<file path="src/rtl/ram_dp_param.sv">
// ram_dp_param: parametrised 1W/2R RAM with post-reset clear, write-first forwarding and bounds checks.
// Optional macro RAM_DP_OUTREG_EN adds a second output register stage (read latency 2).
module ram_dp_param #(
   parameter int DATA_W         = 8,
   parameter int ADDR_W         = 6,
   parameter int DEPTH          = 64,
   parameter int CLEAR_ON_RESET = 1
) (
   input  logic                     clk,
   input  logic                     rst_n,
   input  logic                     we,
   input  logic [ADDR_W-1:0]        waddr,
   input  logic signed [DATA_W-1:0] wdata,
   input  logic                     re1,
   input  logic [ADDR_W-1:0]        raddr1,
   input  logic                     re2,
   input  logic [ADDR_W-1:0]        raddr2,
   output logic signed [DATA_W-1:0] rdata1,
   output logic signed [DATA_W-1:0] rdata2,
   output logic                     rvalid1,
   output logic                     rvalid2,
   output logic                     busy
);
   typedef enum logic {CLEAR, READY} state_t;
   // One extra bit so DEPTH == 2**ADDR_W stays representable in the bound.
   localparam logic [ADDR_W:0]   LIM  = (ADDR_W+1)'(DEPTH);
   localparam logic [ADDR_W-1:0] LAST = ADDR_W'(DEPTH-1);
   localparam state_t            INIT = (CLEAR_ON_RESET != 0) ? CLEAR : READY;
   state_t                     state;
   logic [ADDR_W-1:0]          cnt;
   logic signed [DATA_W-1:0]   mem [DEPTH];
   logic                       ok_w;
   logic signed [DATA_W-1:0]   fwd1, fwd2, d1, d2;
   logic                       v1, v2;
   always_comb begin
      ok_w = we && ({1'b0, waddr} < LIM);
      fwd1 = ({1'b0, raddr1} < LIM) ? ((ok_w && waddr == raddr1) ? wdata : mem[raddr1]) : '0;
      fwd2 = ({1'b0, raddr2} < LIM) ? ((ok_w && waddr == raddr2) ? wdata : mem[raddr2]) : '0;
   end
   always_ff @(posedge clk) begin
      if (rst_n) begin
         if (state == CLEAR) mem[cnt] <= '0;
         else if (ok_w) mem[waddr] <= wdata;
      end
   end
   always_ff @(posedge clk) begin
      if (!rst_n) begin
         state <= INIT;
         cnt   <= '0;
         v1    <= 1'b0;
         v2    <= 1'b0;
         d1    <= '0;
         d2    <= '0;
      end else if (state == CLEAR) begin
         cnt   <= cnt + 1'b1;
         state <= (cnt == LAST) ? READY : CLEAR;
         v1    <= 1'b0;
         v2    <= 1'b0;
         d1    <= '0;
         d2    <= '0;
      end else begin
         v1 <= re1;
         v2 <= re2;
         if (re1) d1 <= fwd1;
         if (re2) d2 <= fwd2;
      end
   end
   assign busy = (state == CLEAR);
`ifdef RAM_DP_OUTREG_EN
   logic signed [DATA_W-1:0] q1, q2;
   logic                     qv1, qv2;
   always_ff @(posedge clk) begin
      if (!rst_n) begin
         q1  <= '0;
         q2  <= '0;
         qv1 <= 1'b0;
         qv2 <= 1'b0;
      end else begin
         q1  <= d1;
         q2  <= d2;
         qv1 <= v1;
         qv2 <= v2;
      end
   end
   assign rdata1  = q1;
   assign rdata2  = q2;
   assign rvalid1 = qv1;
   assign rvalid2 = qv2;
`else
   assign rdata1  = d1;
   assign rdata2  = d2;
   assign rvalid1 = v1;
   assign rvalid2 = v2;
`endif
endmodule
</file>
<file path="config.mk">
export PLATFORM = sky130hd
export DESIGN_NAME = ram_dp_param
export DESIGN_NICKNAME = d
export VERILOG_FILES = /design/src/rtl/ram_dp_param.sv
export SDC_FILE = /design/constraint.sdc
export NUM_CORES = 1
export LEC_CHECK = 0
export BUFFER_PORTS_ARGS = -buffer_cell sky130_fd_sc_hd__clkbuf_2
export CORE_ASPECT_RATIO = 1.5
export CORE_UTILIZATION = 60
export DETAILED_ROUTE_END_ITERATION = 6
export PLACE_DENSITY_LB_ADDON = 0.05
export SETUP_SLACK_MARGIN = 0.2
export SLEW_MARGIN = 0
export SYNTH_ARGS = -nofsm -noshare
export SYNTH_HDL_FRONTEND = slang
export SYNTH_SLANG_ARGS = --single-unit
</file>
<file path="constraint.sdc">
create_clock -name clk -period 7.41 [get_ports clk]
set_input_delay 1.8525 -clock clk [delete_from_list [all_inputs] [get_ports clk]]
set_output_delay 1.8525 -clock clk [all_outputs]
set_load 0.005 [all_outputs]
</file>
# == Word-level counts from Yosys, hierarchy flattened ==
# Memory sizes are Yosys's and may differ from the RTL's. A register that Yosys moved wholly into a read port is not among the register bits.
# Cells that the tools add are included.
# totals
memories,1
inputBits,31
latch_bits,0
rom_bits,0
register_bits,9
mem_bits_rw,512
# op_classes
magnitude_cmp,0
n_mul,0
n_bitwise,1
eq_ne,1
div,0
muxes,12
n_shift,0
n_addsub,1
n_reduce_logical,4
# memory_table
name,depth,width,read_ports,rd_ports_with_merged_regs,wr,line_no,rtl
mem,64,8,2,2,1,31,logic signed [DATA_W-1:0] mem [DEPTH];
# op_table
op,count
$mux W1,10
$mux W8,1
$reduce_or A8 Y1,1
$add A6 B1 Y6 const B,1
$eq A6 B6 Y1 const B,1
$mux W6,1
$logic_not A1 Y1,2
$reduce_and A2 Y1,1
$not A1 Y1,1

# == Logic depth before layout (Yosys ltp) ==
# Gate-level depths: netlist of run 1.
# depth
depth_word,6
depth_mapped,11
ltp_nobuf,6

# == Worst setup path before layout of run 1 ==
# No wires, ideal clock.
# synth_path
path_kind,input port to flip-flop
from,in we
to,"reg d2[1], in the netlist rdata2[1], read port of mem"
path_stages,8
n_path_buf,3
setup_time_ps,71
required_time_ps,7339
setup_slack_ps,3683
arrival_ps,3656
path_cell_list,and3_1 buf_6 buf_6 clkbuf_1 nand2_1 inv_1 mux2i_1 a21oi_1
# synth_rtl
element,line_no,rtl
from (decl),11,"input logic we,"
to (decl),33,"logic signed [DATA_W-1:0] fwd1, fwd2, d1, d2;"

# == Final worst setup path of run 1 ==
# layout_path
from,in rst_n
to,mem mem[18][7] (enable)
# layout_between
elab_chain_len,4
# layout_lines
element,line_no,rtl
from (decl),10,"input logic rst_n,"
$mux W1,41,if (rst_n) begin
$mux W1 (not written as such),43,else if (ok_w) mem[waddr] <= wdata;
$reduce_or A8 Y1 (no source line),-,
$mux W6 (no source line) / $mux W1 (equally long branches),-,
to (decl),31,
# Parallel ways exist; a longest one is shown, timed or not.

==> flow_summary.json, run 1 <==
{
  "critical_path_class": "input port to register",
  "yosys_warnings": 0,
  "cts.sinks": 537,
  "initial_core_util_pct": 60.9,
  "cts_hold_buf": 0,
  "hold_start": "rdata2[7]",
  "clkPwrFrac_pct": 41.8,
  "fin_crit_ns": 4.65,
  "cp.required_ns": 7.61,
  "pin_count": 50,
  "synth_edf_count": 512,
  "syn_nets": 1464,
  "postCtsResizedCells": 0,
  "p_leak_nw": 9.81,
  "yosysSeqAreaShare_pct": 61.9,
  "p_comb_share_pct": 6.3,
  "critPathCaptureType": "register",
  "post-cts-setup-buffers": 0,
  "switching_share_pct": 21.9,
  "finalMaxSlewViolations": 0,
  "gr-total-overflow": 0,
  "tightest_slew_ns": 1.18,
  "gp_congestion": 0.981,
  "core_sq_um": 42100,
  "clock_latency_ns": 0.59,
  "ys_top_cells_by_area": "edfxtp_1, mux4_2, mux2i_1",
  "synthesis.area_sq_um": 25700,
  "drive_gt1_share_pct": 27.8,
  "vdd_drop_max_mv": 0.244,
  "max_freq_mhz": 215,
  "power_density_nw_per_um2": 228,
  "rows": 92,
  "die_y_um": 255,
  "r2r_cells": 4,
  "arrival_ns": 4.84,
  "fin_worst_skew_ns": 0.0267,
  "r2r-start": "state",
  "area_growth_pct": 8.56,
  "worst_hold_path.endpoint": "rdata2[7]",
  "cts_buffers": 49,
  "synthTopCellsByCount": "edfxtp_1, mux4_2, mux2i_1",
  "avgViaCountPerCell": 7.24,
  "tns_ns": 0,
  "stdcell_count": 2048,
  "status": "finished clean",
  "p_sw_mw": 1.39,
  "wl_per_cell_um": 36.0,
  "total_power_mw": 6.35,
  "synth-seq-cells": 537,
  "clk_pin_slew_ns": 0.07,
  "dr_wl_met2_um": 36500,
  "io_buffers": 49,
  "drt-met1-wl_um": 27700,
  "grt_pass1_wl_um": 105000,
  "dpl_worst_slack_ns": 2.25,
  "htreeDepth": 2,
  "dr_wl_met3_um": 5810,
  "grt_setup_unrepaired": "false",
  "ys_async_sr_fraction_pct": 0,
  "dr.pass1.iters": 5,
  "pwr-share-seq_pct": 51.8,
  "setup_viol": 0,
  "synthFlopType": "edfxtp_1",
  "reg2reg_slack_ns": 3.57,
  "setup_slack_ns": 2.76,
  "maxCapViolations": 0,
  "hold_depth": 2,
  "netlist.area_leader.share_pct": 59.9,
  "worstPathMaxFanout": 22,
  "top_layer": "met4",
  "cts_tree": "yes",
  "die_x_um": 171,
  "remaining_drc_errors": 0,
  "rr_endpoint": "mem[18][7]",
  "start_kind": "input port",
  "yosys.area.top_type": "edfxtp_1",
  "synth_cell_type_count": 65,
  "final-hold-violation-count": 0,
  "avgSynthCellArea_sq_um": 17.9,
  "cts_root_buf": "clkbuf_16",
  "internal_power_mw": 4.96,
  "dp.cells": 1958,
  "grt_usage_pct": 35.1,
  "drtIter0Drc": 1851,
  "grt_max_degree": 74,
  "hold_path_class": "register to register",
  "nets": 1477,
  "yosysMostFrequentCell": "edfxtp_1",
  "vias": 14800,
  "die_area_sq_um": 43600,
  "hpwlAfterDp_um": 50000,
  "post-route-period-util_pct": 62.7,
  "postSynthCellCount": 1432,
  "clockBufferDepth": 3,
  "slew_headroom_pct": 21.4,
  "antenna_found_initial": 2,
  "ant_nets": 0,
  "first_global_vias": 14900,
  "wl_um": 73800
}
-- flip-flops by register name, indices dropped and copies added, names as in the netlist --
name and count:
rdata1 8, rvalid1 1, rdata2 8, rvalid2 1, mem 512, state 1, cnt 6
-- logic make-up after synthesis --
logic type                 Yosys count  share of synthesized area, %
buffers and inverters              126                          2.78
muxes                              346                          25.7
DFF                                537                          61.9
adders and majority gates            1                        0.0487
xor gates and xnor gates            14                         0.478
and+or+nand+nor                    242                          4.47
AOI/OAI and AO/OA                  166                          4.71
-- worst max-delay path, stage by stage --
cell,delay [ns]
clkbuf_2,0.22
and3_1,0.83
mux2i_2,0.70
nand2_1,0.40
nor2_1,0.82
-- cell type report --
class,instances,area (sq um)
Antenna cell,1,2.50
Clock buffer,62,1370
Clock inverter,27,314
Fill cell,2924,14300
Inverter,18,67.6
Multi-Input combinational cell,769,9070
Sequential cell,537,15900
Tap cell,564,706
Timing Repair Buffer,70,454
-- metal layers --
layer  vias to the layer above  GRT usage [%]
li1                       6042              -
met2                       831           57.5
met1                      7787           47.1
met4                         0           16.1
met3                       170           4.81
met5                         -              0
-- through the flow --
step / utilization (%) / hold WS (ns) / instance area, sq um
floorplan: - / 0.476 / 25700
global placement: 62.1 / 0.500 / 26200
detailed placement: 62.1 / 0.494 / 26200
CTS: 66.1 / 0.512 / 27900
global route: 66.1 / 0.545 / 27900
finish: 66.1 / 0.524 / 27900
-- power groups by stage --
stage / clock network, mW / registers [mW] / logic (mW)
after floorplan: 0 / 3.35 / 0.280
after global placement: 0 / 3.35 / 0.398
after detailed placement: 0 / 3.35 / 0.398
after CTS: 2.66 / 3.29 / 0.400
after global routing: 2.77 / 3.29 / 0.417
final: 2.65 / 3.29 / 0.402
-- cell usage in the layout (no fill, tap or decap), types with 8 or more instances in the layout --
cell type / n
a22oi_1: 12
buf_4: 22
and2_1: 8
clkbuf_16: 51
o22ai_1: 25
nor2b_1: 12
a211oi_1: 12
nand2_1: 62
o21ai_0: 21
o2111a_1: 8
inv_1: 9
dfxtp_1: 25
a221oi_1: 16
a21oi_1: 17
clkinv_2: 10
nand3_1: 43
o221ai_1: 10
mux4_2: 245
a31oi_1: 8
clkbuf_2: 44
xnor2_1: 9
mux2i_1: 95
edfxtp_1: 512
nand2b_1: 15
nor2_1: 78
-- worst max path at each step --
stage	slack, ns	from	to
final	2.76	rst_n	mem[18][7]
after global routing	2.66	rst_n	mem[18][2]
after CTS	2.85	rst_n	mem[18][7]
after detailed placement	2.25	rst_n	mem[18][2]
after global placement	2.31	rst_n	mem[52][5]
after floorplan	3.68	we	rdata2[1]
No activity file was read; power rests on OpenSTA's default activity.
==> run 2: changes to the inputs <==
==> constraint.sdc (replaced) <==
create_clock -name clk -period 4.8 [get_ports clk]
set_input_delay 1.2 -clock clk [delete_from_list [all_inputs] [get_ports clk]]
set_output_delay 1.2 -clock clk [all_outputs]
set_load 0.005 [all_outputs]
==> run 2 against run 1 <==
Net effect: sequential share of layout area down 1.2 points; first-iteration DRC count up 1.9%; clock skew fell by 0.0059 ns; clock power grew 59%; critical path type unchanged; largest power group unchanged.
==> flow_summary.json, run 2 (synthesis gave the netlist of run 1 again) <==
{
  "final_common_cell": "edfxtp_1",
  "vias": 15200,
  "place_area_sq_um": 26700,
  "pin_count": 50,
  "nets": 1535,
  "postCtsResizedCells": 0,
  "ant_nets": 0,
  "critPathBufInv": 2,
  "utilization_pct": 67.5,
  "cts_tree": "yes",
  "wl_um": 73800,
  "rows": 92,
  "cts_root_buf": "clkbuf_16",
  "largest_register": "mem",
  "initial_core_util_pct": 60.9,
  "cp.depth": 6,
  "hold_start": "rdata2[0]",
  "status": "finished clean",
  "first_global_vias": 15300,
  "hold_path_class": "register to register",
  "grt_pass1_wl_um": 107000,
  "gp_congestion": 1.06,
  "cts_buffers": 49,
  "die_y_um": 255,
  "worst_hold_path.endpoint": "rdata2[0]",
  "worstPathMaxFanout": 16,
  "tightest_slew_ns": 0.942,
  "drive_gt1_share_pct": 30.7,
  "grt_usage_pct": 35.5,
  "die_area_sq_um": 43600,
  "cts_hold_buf": 0,
  "die_x_um": 171,
  "clk_pin_slew_ns": 0.07,
  "clock_latency_ns": 0.59,
  "finalMaxSlewViolations": 0,
  "r2r_cells": 5,
  "remaining_drc_errors": 0,
  "slew_headroom_pct": 37.2,
  "avgViaCountPerCell": 7.21,
  "rr_endpoint": "mem[7][7]",
  "io_buffers": 49,
  "reg2reg_slack_ns": 1.46,
  "clockBufferDepth": 3,
  "dpl_worst_slack_ns": 0.819,
  "diodes": 0,
  "arrival_ns": 3.68,
  "antenna_found_initial": 0,
  "max_stage_delay_ns": 0.87,
  "fin_crit_ns": 3.47,
  "tns_ns": 0,
  "final_area_sq_um": 28400,
  "cp_top_family": "simple AND/OR/NAND/NOR gates",
  "area_growth_pct": 10.8,
  "p_leak_nw": 10.1,
  "start_kind": "input port",
  "drtIter0Drc": 1887,
  "critPathCaptureType": "register",
  "post-route-period-util_pct": 72.2,
  "maxCapViolations": 0,
  "grt_setup_unrepaired": "false",
  "critical_path_class": "input port to register",
  "power_density_nw_per_um2": 349,
  "r2r-start": "state",
  "max_freq_mhz": 288,
  "hold_slack_ns": 0.510,
  "gr-total-overflow": 0,
  "slowest_stage": "nor2_1",
  "fin_worst_skew_ns": 0.0209,
  "grt_max_degree": 68,
  "largest_reg_flops": 512,
  "fill_cells": 2864,
  "htreeDepth": 2,
  "core_sq_um": 42100,
  "vdd_drop_max_mv": 0.366,
  "hold_depth": 2,
  "setup_slack_ns": 1.33,
  "hpwlAfterDp_um": 51400,
  "wl_per_cell_um": 35.0,
  "cp.required_ns": 5.01,
  "final-hold-violation-count": 0,
  "path_cells": "clkbuf_2 -> nand3_1 -> buf_4 -> o21ai_0 -> nand2_1 -> nor2_1",
  "dr.pass1.iters": 5,
  "setup_viol": 0,
  "cts.sinks": 537,
  "layout_common_cells": "edfxtp_1, mux4_2, mux2i_1",
  "post-cts-setup-buffers": 0
}
[run 2: where the power goes]
part / internal [mW] / switching (mW)
clock: 2.45 / 1.78
combinational: 0.254 / 0.384
sequential: 5.06 / 0.0125
total: 7.76 / 2.17
[run 2: how the worst max path moves through the flow]
stage	from	to	slack, ns
6_report	rst_n	mem[7][7]	1.33
5_1_grt	rst_n	mem[7][0]	1.19
4_1_cts	rst_n	mem[61][1]	1.41
3_5_place_dp	rst_n	mem[7][2]	0.82
3_3_place_gp	rst_n	mem[7][2]	0.85
2_1_floorplan	we	rdata2[1]	1.73
[run 2: tightest hold or removal path: cells and delay by family, from the launching register on]
kind,cells,cell delay [ns]
AOI/OAI and AO/OA,1,0.05
and+or+nand+nor,1,0.08
DFF,1,0.33
[run 2: metal layers]
metal	global-route usage [%]	wire length (um)	part of all wire, %
met5	0	0	0
met4	19.3	4500	6.1
met3	6.06	6370	8.6
met2	57.0	36100	49
met1	46.7	26800	36
[run 2: through the flow]
step / power (mW) / std cells
global placement: 5.80 / 2016
floorplan: 5.60 / 1432
global route: 10.1 / 2106
finish: 9.94 / 2106
CTS: 9.96 / 2106
detailed placement: 5.81 / 2016
[run 2: layout make-up]
class | instances | area, sq um | area share (%)
timing repair buffer | 128 | 977 | 3.44
tap | 564 | 706 | 2.48
inverter | 18 | 67.6 | 0.238
sequential | 537 | 15900 | 55.8
clock buffer | 54 | 1290 | 4.53
multi-input combinational | 769 | 9070 | 31.9
clock inverter | 36 | 453 | 1.59
==> run 3: changes to the inputs <==
==> constraint.sdc (replaced) <==
create_clock -name clk -period 3.6 [get_ports clk]
set_input_delay 0.9 -clock clk [delete_from_list [all_inputs] [get_ports clk]]
set_output_delay 0.9 -clock clk [all_outputs]
set_load 0.005 [all_outputs]
==> run 3 against run 2 <==
Net effect: the flow now finishes with violations (design-rule violations); global-route usage is 0.14 points lower; wire length hardly changed; largest power group unchanged; worst hold slack worse by 0.0022 ns; sequential power is 33% higher.
==> flow_summary.json, run 3 (synthesis gave the netlist of run 1 again) <==
{
  "status": "finished, violations left",
  "violations": "design-rule violations",
  "tightest_slew_ns": 0.981,
  "fin_worst_skew_ns": 0.0304,
  "path_cells": "buf_8 -> buf_12 -> mux4_2 -> a211oi_1 -> o21ai_0 -> a21oi_1 -> a221oi_1",
  "max_stage_delay_ns": 0.56,
  "post-route-period-util_pct": 77.9,
  "tns_ns": 0,
  "die_y_um": 255,
  "hpwlAfterDp_um": 51800,
  "largest_reg_flops": 512,
  "slew_headroom_pct": 34.6,
  "htreeDepth": 2,
  "slowest_stage": "mux4_2",
  "final_common_cell": "edfxtp_1",
  "grt_setup_unrepaired": "false",
  "power_density_nw_per_um2": 455,
  "die_x_um": 171,
  "layout_common_cells": "edfxtp_1, mux4_2, buf_4",
  "io_buffers": 49,
  "vdd_drop_max_mv": 0.437,
  "start_kind": "input port",
  "p_leak_nw": 10.7,
  "initial_core_util_pct": 60.9,
  "cp.depth": 7,
  "rows": 92,
  "final-hold-violation-count": 0,
  "largest_register": "mem",
  "fin_crit_ns": 2.80,
  "hold_slack_ns": 0.507,
  "cts_hold_buf": 0,
  "cts_tree": "yes",
  "postCtsResizedCells": 0,
  "clk_pin_slew_ns": 0.07,
  "grt_max_degree": 42,
  "die_area_sq_um": 43600,
  "post-cts-setup-buffers": 0,
  "remaining_drc_errors": 2,
  "critPathCaptureType": "register",
  "area_growth_pct": 14.1,
  "maxCapViolations": 0,
  "wl_per_cell_um": 33.4,
  "nets": 1636,
  "pin_count": 50,
  "critPathBufInv": 2,
  "hold_depth": 2,
  "ant_nets": 0,
  "diodes": 0,
  "vias": 15500,
  "reg2reg_slack_ns": 0.97,
  "dr.pass1.iters": 7,
  "drtIter0Drc": 1928,
  "place_area_sq_um": 27500,
  "r2r_cells": 7,
  "max_freq_mhz": 357,
  "antenna_found_initial": 1,
  "setup_viol": 0,
  "avgViaCountPerCell": 7.01,
  "wl_um": 73800,
  "final_area_sq_um": 29300,
  "worstPathMaxFanout": 41,
  "clockBufferDepth": 3,
  "critical_path_class": "input port to register",
  "gp_congestion": 1.01,
  "arrival_ns": 3.25,
  "fill_cells": 2823,
  "cts.sinks": 537,
  "clock_latency_ns": 0.59,
  "grt_usage_pct": 35.4,
  "grt_pass1_wl_um": 107000,
  "cp.required_ns": 4.05,
  "hold_path_class": "register to register",
  "gr-total-overflow": 0,
  "core_sq_um": 42100,
  "cp_top_family": "compound AO/OA/AOI/OAI gates",
  "finalMaxSlewViolations": 0,
  "cts_buffers": 50,
  "cts_root_buf": "clkbuf_16",
  "first_global_vias": 15800,
  "drive_gt1_share_pct": 34.9
}
[run 3: cell types whose count changed in the layout (fill, tap and decap cells not counted), sizes merged]
| cell | change |
|---|---|
| buf | +100 |
| bufinv | -2 |
| clkbuf | +9 |
| clkinv | +5 |
| clkinvlp | -3 |
| inv | -5 |
[run 3: through the flow]
stage	power [mW]	utilization, %	setup slack (ns)	instances
after floorplan	7.47	-	0.826	1432
after global placement	7.80	65.3	0.250	2116
after detailed placement	7.80	65.3	0.208	2116
after CTS	13.3	69.5	0.824	2210
after global routing	13.6	69.5	0.652	2210
final	13.3	69.5	0.797	2210
[run 3: layer usage]
layer | global-route usage [%] | vias up | wire length [um]
li1 | - | 6366 | -
met1 | 45.8 | 7986 | 26300
met2 | 55.8 | 915 | 35200
met3 | 7.05 | 234 | 7020
met4 | 21.3 | 2 | 5200
met5 | 0 | - | 11
[run 3: layout make-up]
| cell class | instances | area (sq um) | area share [%] |
|---|---|---|---|
| clock inverters | 31 | 345 | 1.18 |
| well taps | 564 | 706 | 2.41 |
| inverters | 18 | 67.6 | 0.231 |
| clock buffers | 63 | 1400 | 4.80 |
| flip-flops and latches | 537 | 15900 | 54.2 |
| multi-input cells | 769 | 9070 | 31.0 |
| repair buffers | 228 | 1800 | 6.16 |
[run 3: worst register-to-register path, delay by kind of cell (launching register included)]
family | cells | cell delay [ns]
DFF | 1 | 0.43
AOI/OAI and AO/OA | 1 | 0.27
buffers and inverters | 3 | 0.61
and+or+nand+nor | 3 | 1.03
[run 3: worst paths after layout]
path / start / end
worst min-delay path: rdata2[3] / rdata2[3]
worst max-delay path: raddr2[0] / rdata2[6]
worst min register to register: rdata2[3] / rdata2[3]
worst max register to register: state / mem[11][4]
[run 3: power breakdown]
group          switching (mW)  internal (mW)
clock                    2.36           3.27
sequential             0.0158           6.75
combinational           0.528          0.384
